===== config.mk =====
export PLATFORM = sky130hd
export DESIGN_NAME = hazard_unit
export DESIGN_NICKNAME = d
export VERILOG_FILES = /design/src/rtl/hazard_pkg.sv /design/src/rtl/hazard_unit_md_busy_tracker.sv /design/src/rtl/hazard_unit.sv
export SDC_FILE = /design/constraint.sdc
export NUM_CORES = 1
export LEC_CHECK = 0
export BUFFER_PORTS_ARGS = -buffer_cell sky130_fd_sc_hd__buf_2
export CAP_MARGIN = 10
export CORE_MARGIN = 2
export CORE_UTILIZATION = 45
export DETAILED_ROUTE_END_ITERATION = 16
export GPL_TIMING_DRIVEN = 1
export HOLD_SLACK_MARGIN = 0.15
export PLACE_DENSITY = 0.82
export SLEW_MARGIN = 0
export SYNTH_ARGS = -nofsm -noshare
export SYNTH_HDL_FRONTEND = slang
export SYNTH_SLANG_ARGS = --single-unit

===== constraint.sdc =====
create_clock -name clk -period 2.4 [get_ports clk]
set_input_delay 0.36 -clock clk [delete_from_list [all_inputs] [get_ports clk]]
set_output_delay 0.36 -clock clk [all_outputs]
set_load 0.05 [all_outputs]

===== src/rtl/hazard_pkg.sv =====
// Forwarding-select encodings shared by the hazard controller and its users.
package hazard_pkg;

    typedef enum logic [1:0] {
        FW_NONE_E = 2'b00,
        FW_W_E    = 2'b01,
        FW_M_E    = 2'b10
    } fwd_e_t;

    typedef enum logic {
        FW_NONE_D = 1'b0,
        FW_M_D    = 1'b1
    } fwd_d_t;

endpackage


===== src/rtl/hazard_unit_md_busy_tracker.sv =====
// HI/LO occupancy tracker: busy for exactly LAT cycles from the MULT/DIV issue cycle.
// A new issue restarts the count; a pipeline flush only suppresses a same-cycle issue.
module md_busy_tracker
    import hazard_pkg::*;
#(
    parameter int MUL_LAT = 5,
    parameter int DIV_LAT = 32
) (
    input  logic clk,
    input  logic rst_n,
    input  logic md_start_e,
    input  logic md_is_div_e,
    input  logic exc_flush,
    output logic md_busy
);

    localparam int CNT_W = $clog2(DIV_LAT + 1);
    localparam logic [CNT_W-1:0] MUL_LOAD = CNT_W'(MUL_LAT - 1);
    localparam logic [CNT_W-1:0] DIV_LOAD = CNT_W'(DIV_LAT - 1);

    logic             start;
    logic [CNT_W-1:0] cnt_q;
    logic [CNT_W-1:0] cnt_d;

    assign start = md_start_e & ~exc_flush;

    // The issue cycle itself counts as busy, so the counter holds LAT-1.
    always_comb begin
        cnt_d = cnt_q;
        if (start) begin
            cnt_d = md_is_div_e ? DIV_LOAD : MUL_LOAD;
        end else if (cnt_q != '0) begin
            cnt_d = cnt_q - CNT_W'(1);
        end
    end

    always_ff @(posedge clk) begin
        if (!rst_n) begin
            cnt_q <= '0;
        end else begin
            cnt_q <= cnt_d;
        end
    end

    assign md_busy = rst_n & ((cnt_q != '0) | start);

endmodule


===== src/rtl/hazard_unit.sv =====
// Five-stage pipeline hazard controller: forwarding selects, load-use/branch/HI-LO stalls, flushes.
// Define HAZARD_MULDIV_EN to build the MULT/DIV occupancy tracker and the HI/LO stall.
module hazard_unit
    import hazard_pkg::*;
#(
    parameter int REG_AW  = 5,
    parameter int MUL_LAT = 5,
    parameter int DIV_LAT = 32,
    parameter int PERF_W  = 32
) (
    input  logic              clk,
    input  logic              rst_n,
    input  logic [REG_AW-1:0] rs_d,
    input  logic [REG_AW-1:0] rt_d,
    input  logic              use_rs_d,
    input  logic              use_rt_d,
    input  logic              branch_d,
    input  logic              hilo_use_d,
    input  logic [REG_AW-1:0] rs_e,
    input  logic [REG_AW-1:0] rt_e,
    input  logic [REG_AW-1:0] reg_addr_e,
    input  logic              reg_write_e,
    input  logic              mem_to_reg_e,
    input  logic              md_start_e,
    input  logic              md_is_div_e,
    input  logic [REG_AW-1:0] reg_addr_m,
    input  logic              reg_write_m,
    input  logic              mem_to_reg_m,
    input  logic [REG_AW-1:0] reg_addr_w,
    input  logic              reg_write_w,
    input  logic              exc_flush,
    output logic              fwd_a_d,
    output logic              fwd_b_d,
    output logic [1:0]        fwd_a_e,
    output logic [1:0]        fwd_b_e,
    output logic              stall_pc,
    output logic              stall_if_id,
    output logic              flush_if_id,
    output logic              flush_id_ex,
    output logic              flush_ex_mem,
    output logic              md_busy,
    output logic [PERF_W-1:0] stall_cycles
);

    // $zero is hardwired, so it can never be a real producer.
    function automatic logic hit(input logic [REG_AW-1:0] a, input logic [REG_AW-1:0] b);
        return (a == b) && (a != '0);
    endfunction

    fwd_e_t      sel_a_e;
    fwd_e_t      sel_b_e;
    logic        src_hit_e;
    logic        src_hit_m;
    logic        load_use;
    logic        branch_stall;
    logic        hilo_stall;
    logic        stall_any;
    logic        stall;
    logic [PERF_W-1:0] stall_cnt_q;
    logic [PERF_W-1:0] stall_cnt_d;

    always_comb begin
        sel_a_e = FW_NONE_E;
        sel_b_e = FW_NONE_E;
        if (reg_write_m && hit(reg_addr_m, rs_e)) begin
            sel_a_e = FW_M_E;
        end else if (reg_write_w && hit(reg_addr_w, rs_e)) begin
            sel_a_e = FW_W_E;
        end
        if (reg_write_m && hit(reg_addr_m, rt_e)) begin
            sel_b_e = FW_M_E;
        end else if (reg_write_w && hit(reg_addr_w, rt_e)) begin
            sel_b_e = FW_W_E;
        end
    end

    assign fwd_a_e = rst_n ? sel_a_e : FW_NONE_E;
    assign fwd_b_e = rst_n ? sel_b_e : FW_NONE_E;

    assign fwd_a_d = rst_n & reg_write_m & ~mem_to_reg_m & use_rs_d & hit(reg_addr_m, rs_d);
    assign fwd_b_d = rst_n & reg_write_m & ~mem_to_reg_m & use_rt_d & hit(reg_addr_m, rt_d);

    assign src_hit_e = (use_rs_d & hit(reg_addr_e, rs_d)) | (use_rt_d & hit(reg_addr_e, rt_d));
    assign src_hit_m = (use_rs_d & hit(reg_addr_m, rs_d)) | (use_rt_d & hit(reg_addr_m, rt_d));

    assign load_use     = mem_to_reg_e & src_hit_e;
    assign branch_stall = branch_d & ((reg_write_e & src_hit_e) | (mem_to_reg_m & src_hit_m));

`ifdef HAZARD_MULDIV_EN
    logic md_busy_int;

    md_busy_tracker #(
        .MUL_LAT (MUL_LAT),
        .DIV_LAT (DIV_LAT)
    ) u_md_busy (
        .clk         (clk),
        .rst_n       (rst_n),
        .md_start_e  (md_start_e),
        .md_is_div_e (md_is_div_e),
        .exc_flush   (exc_flush),
        .md_busy     (md_busy_int)
    );

    assign hilo_stall = hilo_use_d & md_busy_int;
    assign md_busy    = md_busy_int;
`else
    logic unused_md;
    localparam int unused_lat = MUL_LAT + DIV_LAT;

    assign unused_md  = ^{md_start_e, md_is_div_e, hilo_use_d};
    assign hilo_stall = 1'b0;
    assign md_busy    = 1'b0;
`endif

    // A taken exception discards the younger instructions, so holding them is pointless.
    assign stall_any = load_use | branch_stall | hilo_stall;
    assign stall     = rst_n & stall_any & ~exc_flush;

    assign stall_pc     = stall;
    assign stall_if_id  = stall;
    assign flush_id_ex  = stall | (rst_n & exc_flush);
    assign flush_if_id  = rst_n & exc_flush;
    assign flush_ex_mem = rst_n & exc_flush;

    always_comb begin
        stall_cnt_d = stall_cnt_q;
        if (stall && (stall_cnt_q != '1)) begin
            stall_cnt_d = stall_cnt_q + PERF_W'(1);
        end
    end

    always_ff @(posedge clk) begin
        if (!rst_n) begin
            stall_cnt_q <= '0;
        end else begin
            stall_cnt_q <= stall_cnt_d;
        end
    end

    assign stall_cycles = rst_n ? stall_cnt_q : '0;

endmodule

==> metrics.cfg <==
[outcome]
status = complete, no violations

[critical_path]
crit_buf_inv = 2
path_class = in -> out
critical_path.startpoint_type = primary input
cp_data_arrival_time_ns = 1.98
crit_required_ns = 2.04
crit_family = simple AND/OR/NAND/NOR gates
max_stage_delay_ns = 0.54
cp_cell_sequence = buf_2 -> or4_4 -> nor2_4 -> nor4_4 -> o21ai_2 -> and2_4 -> nand2b_2 -> buf_2
crit_fanout = 4
crit_path_end_kind = output pin
crit_slowest_cell = or4_4
cp_common_cell = buf_2

[cells_and_area]
fin_util_pct = 60.6
area_growth_syn_to_layout_pct = 30.1
largest_register_ffs = 32
final_area_um2 = 3310
final_common_cell = buf_2
nNetsFinal = 454
drive_gt1_share_pct = 34.7
final_cell_mix = buf_2, and2_1, dfxtp_1
top_register = stall_cnt_q
top_regs = stall_cnt_q x32
antennaDiodeCount = 0

[power]
clock_power_share_pct = 37.9
p_leak_nw = 1.46
powerDensity_nw_per_um2 = 362
ir_drop_v = 0.000275
seq_power_share_pct = 44.3
combPwrFrac_pct = 17.8
p_sw_mw = 0.319
p_int_mw = 0.880
swShare_pct = 26.6
p_total_mw = 1.20

[die]
num_io_pins = 93
num_rows = 27
initial_core_util_pct = 46.5
core_um2 = 5470
die_y_um = 79.2
die_x_um = 79.2
dieArea_um2 = 6280

[global_routing]
grt_pass1_wl_um = 11200
grt_pass1_vias = 2530
grtUsageTotal_pct = 22.1
grt_max_degree = 31
grt_antenna_before_repair = 0
grt_overflow = 0

[route]
routedWlPerCell_um = 14.2
drtPass1Iterations = 4
viasPerCell = 5.43
drtIter0Drc = 181
drc = 0
vias = 2584
wirelength_um = 6750
final_antenna_net_count = 0

[cts]
clock-root-buffer = clkbuf_8
h-tree-depth = 2
cts_buffers = 5
cts_tree = built
clockBufferDepth = 2
clock-sinks = 32
clk_latency_ns = 0.29
clk_pin_slew_ns = 0.06
cts.hold.buffers_added = 0

[synth]
ys_types = 44
synth_nets = 355
syn_avg_cell_area_um2 = 8.35
seq_area_frac_synth_pct = 25.1
synth-edff-count = 0
yosysWarnings = 0
ys.flop_type = dfxtp_1
syn_inst = 305
ys_ff_latch = 32
syn_area_um2 = 2550
async_reset_ff_share_pct = 0

[timing]
hold_slack_ns = 0.506
fmax_mhz = 427
min_period_ns = 2.34
setup_viol = 0
rsz0062_at_grt = no
fin_worst_skew_ns = 0.00301
relSlewSlack_pct = 49.9
tns_ns = 0
hold_viol = 0
period_share_pct = 97.6
maxSlewViolCount = 0
tightestPinTransition_ns = 0.744

[min_path]
hp-class = reg -> reg

[placed_design]
place_congestion = 0.891
io_buffers = 88
place_hpwl_um = 5140
placed_cell_area_um2 = 3170

[job]
maxCapViolCount = 0

-- cell type report --
type                            count  area [um^2]
Multi-Input combinational cell    250         1820
Tap cell                           72         90.1
Fill cell                         515         2160
Clock buffer                        7         96.3
Sequential cell                    32          641
Inverter                            3         23.8
Timing Repair Buffer              112          646
-- cell usage after synthesis (3+ instances only) --
cell | count | area, um^2
buf_2 | 4 | 20.0
or4_1 | 9 | 67.6
mux2_1 | 18 | 203
buf_6 | 5 | 56.3
nand2_1 | 15 | 56.3
nor4b_1 | 4 | 35.0
and4_1 | 4 | 35.0
nor4_1 | 11 | 68.8
nor2_1 | 26 | 97.6
and3_1 | 4 | 25.0
clkbuf_1 | 7 | 26.3
nand4_1 | 11 | 68.8
a21oi_1 | 10 | 50.1
o21ai_1 | 7 | 35.0
nand3_1 | 14 | 70.1
o31ai_1 | 6 | 45.0
or3_1 | 4 | 25.0
nor3_1 | 4 | 20.0
buf_4 | 5 | 37.5
xor2_1 | 18 | 158
dfxtp_1 | 32 | 641
xnor2_1 | 24 | 210
nor4_4 | 3 | 63.8
and2_1 | 36 | 225
-- power by group through the flow --
stage	registers (mW)	logic, mW	clock network [mW]
detailed placement	0.543	0.214	0
global route	0.531	0.234	0.476
finish	0.531	0.214	0.454
global placement	0.543	0.210	0
floorplan	0.543	0.132	0
CTS	0.531	0.215	0.452
-- metrics by stage --
stage	setup WS, ns	instances
floorplan	0.0251	305
global placement	-0.0971	466
detailed placement	-0.132	466
CTS	0.0199	476
global route	0.00120	476
finish	0.0577	476
-- layer usage --
metal	vias to the layer above	wire (um)	track usage (%)
met2	71	3340	37.7
li1	1283	-	-
met5	-	0	0
met4	0	197	10.2
met1	1205	2970	27.0
met3	25	250	3.86
-- timing repair --
| item | 4_1_cts | 5_1_grt |
|---|---|---|
| buffers inserted | 2 | 0 |
| gates cloned | 1 | 0 |
| pin swaps | 1 | 4 |
| endpoints found under the setup margin | 3 | 23 |
| resized for setup | 0 | 4 |
-- tightest hold or removal path, stage by stage (launching register included) --
cell and delay, ns:
dfxtp_1 0.33, o31ai_1 0.07, a21oi_1 0.06
-- cell families after synthesis --
family,share of synthesized area (%)
multiplexers,8.55
buffers and inverters,5.94
AND/OR/NAND/NOR,38.3
AO/OA/AOI/OAI,7.02
XOR/XNOR,14.4
flip-flops,25.1
other,0.147
adder cells (fa/ha/maj),0.491
-- path summary, 6_finish.rpt --
check | startpoint | cells after the start | to | slack (ns)
worst min register to register | stall_cnt_q[23] | 2 | stall_cnt_q[23] | 0.51
worst max register to register | stall_cnt_q[19] | 5 | stall_cnt_q[25] | 0.10
worst min-delay path | stall_cnt_q[23] | 2 | stall_cnt_q[23] | 0.51
worst max-delay path | reg_addr_m[1] | 8 | flush_id_ex | 0.06
Power figures use the tool's default switching activity.
